$ cat config.mk
export PLATFORM = sky130hd
export DESIGN_NAME = ff_pipeline
export DESIGN_NICKNAME = d
export VERILOG_FILES = /design/src/rtl/ff_pkg.sv /design/src/rtl/ff_stage.sv /design/src/rtl/ff_pipeline.sv
export SDC_FILE = /design/constraint.sdc
export NUM_CORES = 1
export LEC_CHECK = 0
export CORE_MARGIN = 2
export CORE_UTILIZATION = 59
export DETAILED_ROUTE_END_ITERATION = 7
export DONT_BUFFER_PORTS = 1
export PLACE_DENSITY = 0.8
export RECOVER_POWER = 50
export SLEW_MARGIN = 20
export SYNTH_ARGS = -nofsm -noshare
export SYNTH_HDL_FRONTEND = slang
export SYNTH_SLANG_ARGS = --single-unit
$ cat constraint.sdc
create_clock -name clk -period 1.3 [get_ports clk]
set_input_delay 0.26 -clock clk [delete_from_list [all_inputs] [get_ports clk]]
set_output_delay 0.26 -clock clk [all_outputs]
set_load 0.1 [all_outputs]
$ cat src/rtl/ff_pkg.sv
// Shared width helpers for the ff_pipeline delay line.
// Tap-select and occupancy widths are derived from DEPTH and are always at least 1 bit.
package ff_pkg;

  // Ceiling log2, never less than 1, so a DEPTH=1 line still has a 1-bit port.
  function automatic int safe_clog2(input int n);
    int r;
    r = 0;
    while ((1 << r) < n) r++;
    return (r < 1) ? 1 : r;
  endfunction

  function automatic int tap_width(input int depth);
    return safe_clog2(depth);
  endfunction

  // The count must be able to reach DEPTH itself.
  function automatic int cnt_width(input int depth);
    return safe_clog2(depth + 1);
  endfunction

endpackage

$ cat src/rtl/ff_stage.sv
// One delay-line stage: a WIDTH-bit data register plus its valid bit.
// Asynchronous reset, synchronous clear (wins over enable), and enable.
module ff_stage #(
  parameter int               WIDTH     = 4,
  parameter logic [WIDTH-1:0] RESET_VAL = '0
) (
  input  logic             clk,
  input  logic             rst,
  input  logic             clr_i,
  input  logic             en_i,
  input  logic             valid_i,
  input  logic [WIDTH-1:0] data_i,
  output logic             valid_o,
  output logic [WIDTH-1:0] data_o
);

  logic [WIDTH-1:0] data_q, data_d;
  logic             valid_q, valid_d;

  // NOTE: defaulting every output first keeps this block free of inferred latches.
  always_comb begin
    data_d  = data_q;
    valid_d = valid_q;
    if (clr_i) begin
      data_d  = RESET_VAL;
      valid_d = 1'b0;
    end else if (en_i) begin
      data_d  = data_i;
      valid_d = valid_i;
    end
  end

  // NOTE: non-blocking assignments let every stage sample its neighbour's old value.
  always_ff @(posedge clk or posedge rst) begin
    if (rst) begin
      data_q  <= RESET_VAL;
      valid_q <= 1'b0;
    end else begin
      data_q  <= data_d;
      valid_q <= valid_d;
    end
  end

  assign data_o  = data_q;
  assign valid_o = valid_q;

endmodule

$ cat src/rtl/ff_pipeline.sv
// Parametrised registered delay line with per-stage valid, stall, flush,
// a clamped runtime output tap and a registered occupancy counter.
module ff_pipeline
  import ff_pkg::*;
#(
  parameter int               WIDTH     = 4,
  parameter int               DEPTH     = 3,
  parameter logic [WIDTH-1:0] RESET_VAL = '0
) (
  input  logic                          clk,
  input  logic                          rst,
  input  logic                          en_i,
  input  logic                          flush_i,
  input  logic                          valid_i,
  input  logic [WIDTH-1:0]              data_i,
  input  logic [tap_width(DEPTH)-1:0]   tap_sel_i,
  output logic                          valid_o,
  output logic [WIDTH-1:0]              data_o,
  output logic [cnt_width(DEPTH)-1:0]   occ_o
);

  localparam int CNT_W = cnt_width(DEPTH);

  logic [WIDTH-1:0] data_q  [DEPTH];
  logic             valid_q [DEPTH];

  for (genvar k = 0; k < DEPTH; k++) begin : g_stage
    logic [WIDTH-1:0] stage_data;
    logic             stage_valid;

    if (k == 0) begin : g_head
      assign stage_data  = data_i;
      assign stage_valid = valid_i;
    end else begin : g_body
      assign stage_data  = data_q[k-1];
      assign stage_valid = valid_q[k-1];
    end

    ff_stage #(
      .WIDTH     (WIDTH),
      .RESET_VAL (RESET_VAL)
    ) u_stage (
      .clk     (clk),
      .rst     (rst),
      .clr_i   (flush_i),
      .en_i    (en_i),
      .valid_i (stage_valid),
      .data_i  (stage_data),
      .valid_o (valid_q[k]),
      .data_o  (data_q[k])
    );
  end

  // Out-of-range taps read the last stage; a loop mux avoids sizing the index to the array.
  int sel;
  always_comb begin
    sel     = (int'(tap_sel_i) > DEPTH - 1) ? DEPTH - 1 : int'(tap_sel_i);
    data_o  = data_q[0];
    valid_o = valid_q[0];
    for (int k = 1; k < DEPTH; k++) begin
      if (sel == k) begin
        data_o  = data_q[k];
        valid_o = valid_q[k];
      end
    end
  end

  // Counter tracks entries/exits rather than summing the valid bits each cycle.
  logic [CNT_W-1:0] occ_q, occ_d;
  logic             valid_last;

  assign valid_last = valid_q[DEPTH-1];

  always_comb begin
    occ_d = occ_q;
    if (flush_i) begin
      occ_d = '0;
    end else if (en_i) begin
      if (valid_i && !valid_last) begin
        occ_d = occ_q + CNT_W'(1);
      end else if (!valid_i && valid_last) begin
        occ_d = occ_q - CNT_W'(1);
      end
    end
  end

  always_ff @(posedge clk or posedge rst) begin
    if (rst) begin
      occ_q <= '0;
    end else begin
      occ_q <= occ_d;
    end
  end

  assign occ_o = occ_q;

endmodule

Word-level counts from Yosys, hierarchy flattened --
Cells that the tools add are included.
Word-level totals: output and inout port bits 7, bits in registers 17, input port bits 11, word-level logic and storage cells 40
Operators by class: mux-type cells 21, magnitude comparators 1, reduce and logical (&&, ||, !) cells 7, add/sub/neg operators 2, equal/unequal tests 2
Operators with widths (count):
- two-way mux 4 bit | 8
- two-way mux 2 bit | 5
- two-way mux 1 bit | 8
- nonzero test 3 bit | 1
- adder 2 x 1 -> 2 bit (second input constant) | 1
- == test 2 x 1 -> 1 bit (second input constant) | 1
- == test 2 bit (second input constant) | 1
- > comparator 2 bit (second input constant) | 1
- logical AND 1 bit | 2
- zero test 1 bit | 2
- AND reduction 2 bit | 1
- nonzero test 2 bit | 1
- subtractor 2 x 1 -> 2 bit (second input constant) | 1

Longest topological paths before layout --
word-level depth 6, gate-level depth with buffers 4, depth with buffers taken out 3

Cells and area by module --
A second synthesis with hierarchy kept.
Unflattened totals: cell total of the unflattened synthesis 81, area total of the unflattened synthesis 857.1 um^2
By module, submodules not included:
- ff_stage | cells each 17, sequential area each 125.1 um^2, times used 3, area an instance 209.0 um^2
- ff_pipeline | cells each 30, sequential area each 50.0 um^2, times used 1, area an instance 230.2 um^2

Least setup slack after synthesis --
OpenSTA, ideal clock, no wires.
path kind input port to output port, start input tap_sel_i[0], end output data_o[0], path slack -1.593 ns, required time 1.040 ns, path buffers 1, arrival 2.633 ns, stages on the path 3, cell sequence buf_2 > mux2i_1 > o21ai_0
Between the ends: longest elaborated chain between the ends 5, elaborated cells on any way between the ends 6, classes of those cells order compare: 1; eq/ne: 2; mux: 3
RTL lines:
- from (decl) | line ff_pipeline.sv:16 | input logic [tap_width(DEPTH)-1:0] tap_sel_i,
- > comparator 2 bit | line ff_pipeline.sv:57 | sel = (int'(tap_sel_i) > DEPTH - 1) ? DEPTH - 1 : int'(tap_sel_i);
- two-way mux 2 bit * | line ff_pipeline.sv:57
- == test 2 x 1 -> 1 bit | line ff_pipeline.sv:61 | if (sel == k) begin
- two-way mux 4 bit | line ff_pipeline.sv:61
- two-way mux 4 bit * | line ff_pipeline.sv:61
- to (decl) | line ff_pipeline.sv:18 | output logic [WIDTH-1:0] data_o,
Every way passes the cells marked *; elsewhere a longest branch is shown, timed or not.

Worst setup path after layout --
start register g_stage[0].u_stage.data_q[0], end output data_o[0]
Between the ends: longest elaborated chain between the ends 2
RTL lines:
- from (decl) | line ff_stage.sv:17 | logic [WIDTH-1:0] data_q, data_d;
- from (signal assigned) | line ff_stage.sv:39 | data_q <= data_d;
- two-way mux 4 bit (2 in series) | line ff_pipeline.sv:61
No other way between the ends.

==> flow_summary.yaml <==
routing:
  firstDrtPassIters: 4
  drt_wl_total_mm: 2.197
  vias: 678
  ant_nets: 0
  drtIter0Drc: 14
  drc_errors: 0
  via_per_inst: 5.795
  post_drt_wl_per_cell_um: 18.78
grt:
  grt_pass1_vias: 702
  grt_pass1_wl_mm: 3.222
  busiest_layer: "met2"
  antenna_found_initial: 0
  met3_usage_pct: 4.310
  grt.met2_usage_pct: 36.92
  use_met1_pct: 31.74
  track_usage_pct: 24.39
  grt_max_degree: 20
  grt_overflow: 0
synthesis:
  synth_xor_area_share_pct: 0
  async_reset_ff_share_pct: 100.0
  netlist_top_cells_area: "dfrtp_1, mux2i_1, nor2_1"
  synthSimpleGateAreaFrac_pct: 13.68
  synth_top_cell_by_area: "dfrtp_1"
  ys_types: 16
  synth_mux_area_share_pct: 26.35
  synth_ff_type: "dfrtp_1"
  postSynthCellCount: 81
  synth_compound_area_share_pct: 5.240
  synth.most_common_cell: "mux2i_1"
  synth_nets: 92
  ys_seq_area_share_pct: 49.49
  netlist.area_leader.share_pct: 49.49
  synth_edf_count: 0
  netlist_area_um2: 859.6
  synth.top_cells.by_count: "mux2i_1, dfrtp_1, nor2_1"
  yosys_register_bits: 17
  yosys_warnings: 0
  synth_top_family_by_area: "multiplexers"
  avgSynthCellArea_um2: 10.61
  synthAdderAreaFrac_pct: 0
placed_design:
  gp_congestion: 0.6950
  detailed_place_hpwl_mm: 1.111
  portBuffers: 0
power_and_ir_drop:
  finalPower_mw: 1.110
  ir_drop_mv: 0.9015
  p_leak_nw: 0.5708
  p_per_area_nw_per_um2: 931.3
final_layout:
  finalNetCount: 114
  n_antenna_cell: 0
  area_growth_pct: 38.72
  final_util_pct: 89.40
  drive_above_1_share_pct: 38.24
clock_network:
  clk_pin_slew_ps: 110
  clockRootBuffer: "clkbuf_4"
  worstSkewPairLatency_ps: 290
  htreeDepth: 1
  clock_path_buffers: 2
  cts-buffers-inserted: 3
  cts_num_sinks: 17
  cts_tree: "built"
sta:
  skew_ps: 6.123
  drv_slew: 0
  post-route-min-period_ps: 1491
  fin_crit_sh_pct: 114.7
  setup_ws_ps: -190.6
  hold_viol: 0
  rsz0062_at_grt: "true"
  worst_pin_slew_ps: 343.9
  finalSetupViolCount: 5
  relSlewSlack_pct: 77.05
  clock.fmax_mhz: 670.9
  hold_slack_ps: 18.58
critical_path:
  critPathCaptureType: "output port"
  cp-start-kind: "flop"
  crit_required_ps: 1040
  arrival_ps: 1230
  r2r_cells: 3
  crit_type: "flop to output port"
  critPathMaxFanout: 2
run_status:
  violations: "negative setup slack"
  status: "complete, but fails checks"
hold_path:
  hold_path_class: "input port to flop"
  holdPathStages: 1
die:
  start_util_pct: 64.45
  io-pin-count: 18
  design.core.area_um2: 1334
  rows: 13
  dieArea_um2: 1778
  dieWidth_um: 42.17
  die_h_um: 42.17
job:
  max_cap_viol_count: 0
-- cell type report --
type                       count  area (µm²)
multi-input combinational     57       471.7
sequential                    17       430.4
timing repair buffer          23       241.5
fill                          59       141.4
clock buffer                   4       26.28
tap                           15       18.77
inverter                       1       3.754
-- worst paths after layout --
check	slack [ps]	end	from
max	-190	data_o[0]	g_stage[0].u_stage.data_o[0]
min	20	g_stage[1].u_stage.data_o[0]	flush_i
max reg2reg	80	occ_o[0]	g_stage[2].u_stage.valid_o
min reg2reg	540	g_stage[2].u_stage.data_o[2]	g_stage[2].u_stage.data_o[2]
max in group asynchronous	350	g_stage[1].u_stage.data_o[3]	rst
min in group asynchronous	390	occ_o[0]	rst
-- layer usage --
metal	routed length, µm	up-vias	part of all wire, %
met4	14	0	0.64
met5	0	-	0
met3	92	2	4.2
met2	1210	24	55
li1	-	312	-
met1	880	340	40
-- report_power, final --
group / switching (mW) / total (mW) / leakage, nW / internal [mW]
Sequential: 0.0167 / 0.567 / 0.228 / 0.550
Combinational: 0.139 / 0.248 / 0.327 / 0.109
Clock: 0.176 / 0.295 / 0.0150 / 0.119
Total: 0.332 / 1.11 / 0.571 / 0.779
-- registers in the layout, summed over array words and instances, names as in the netlist --
name / count
occ_o: 2
g_stage.u_stage.valid_o: 3
g_stage.u_stage.data_o: 12
-- cell usage in the layout, fill, tap and decap left out --
cell type	instances
a21boi_1	1
buf_12	5
buf_4	10
buf_6	1
clkbuf_1	1
clkbuf_2	1
clkbuf_4	7
dfrtp_1	15
dfrtp_2	1
dfrtp_4	1
dlygate4sd3_1	2
inv_1	1
mux2_1	1
mux2_4	1
mux2i_1	15
mux2i_2	5
nand2_1	6
nand2b_1	2
nand2b_4	1
nor2_1	17
nor2b_1	2
o21ai_4	5
o22ai_2	1
-- kinds of logic (layout without fill, tap and decap cells) --
logic type,count (synthesis),in the layout
multiplexers,22,22
AND/OR/NAND/NOR,28,28
AO/OA/AOI/OAI,7,7
buffers and inverters,7,28
flip-flops,17,17
-- critical path, stage by stage, from the launching register on --
cell and delay (ps):
dfrtp_1 410, mux2i_2 250, o21ai_4 100, buf_12 170
-- through the flow --
step / TNS [ps] / area (µm²) / instances / worst slack [ps]
floorplan: -385.0 / 929.6 / 81 / -73.42
global placement: 0 / 1028 / 98 / 142.3
detailed placement: 0 / 1028 / 98 / 109.7
CTS: -675.3 / 1147 / 111 / -148.2
global route: -913.3 / 1192 / 117 / -201.9
finish: -735.7 / 1192 / 117 / -190.6
-- repair_timing --
action,4_1_cts,5_1_grt
hold buffers,1,1
setup buffers,8,5
endpoints found under the hold margin,8,3
gates resized for setup,6,0
setup endpoints to repair,6,5
Power figures use the tool's default switching activity.
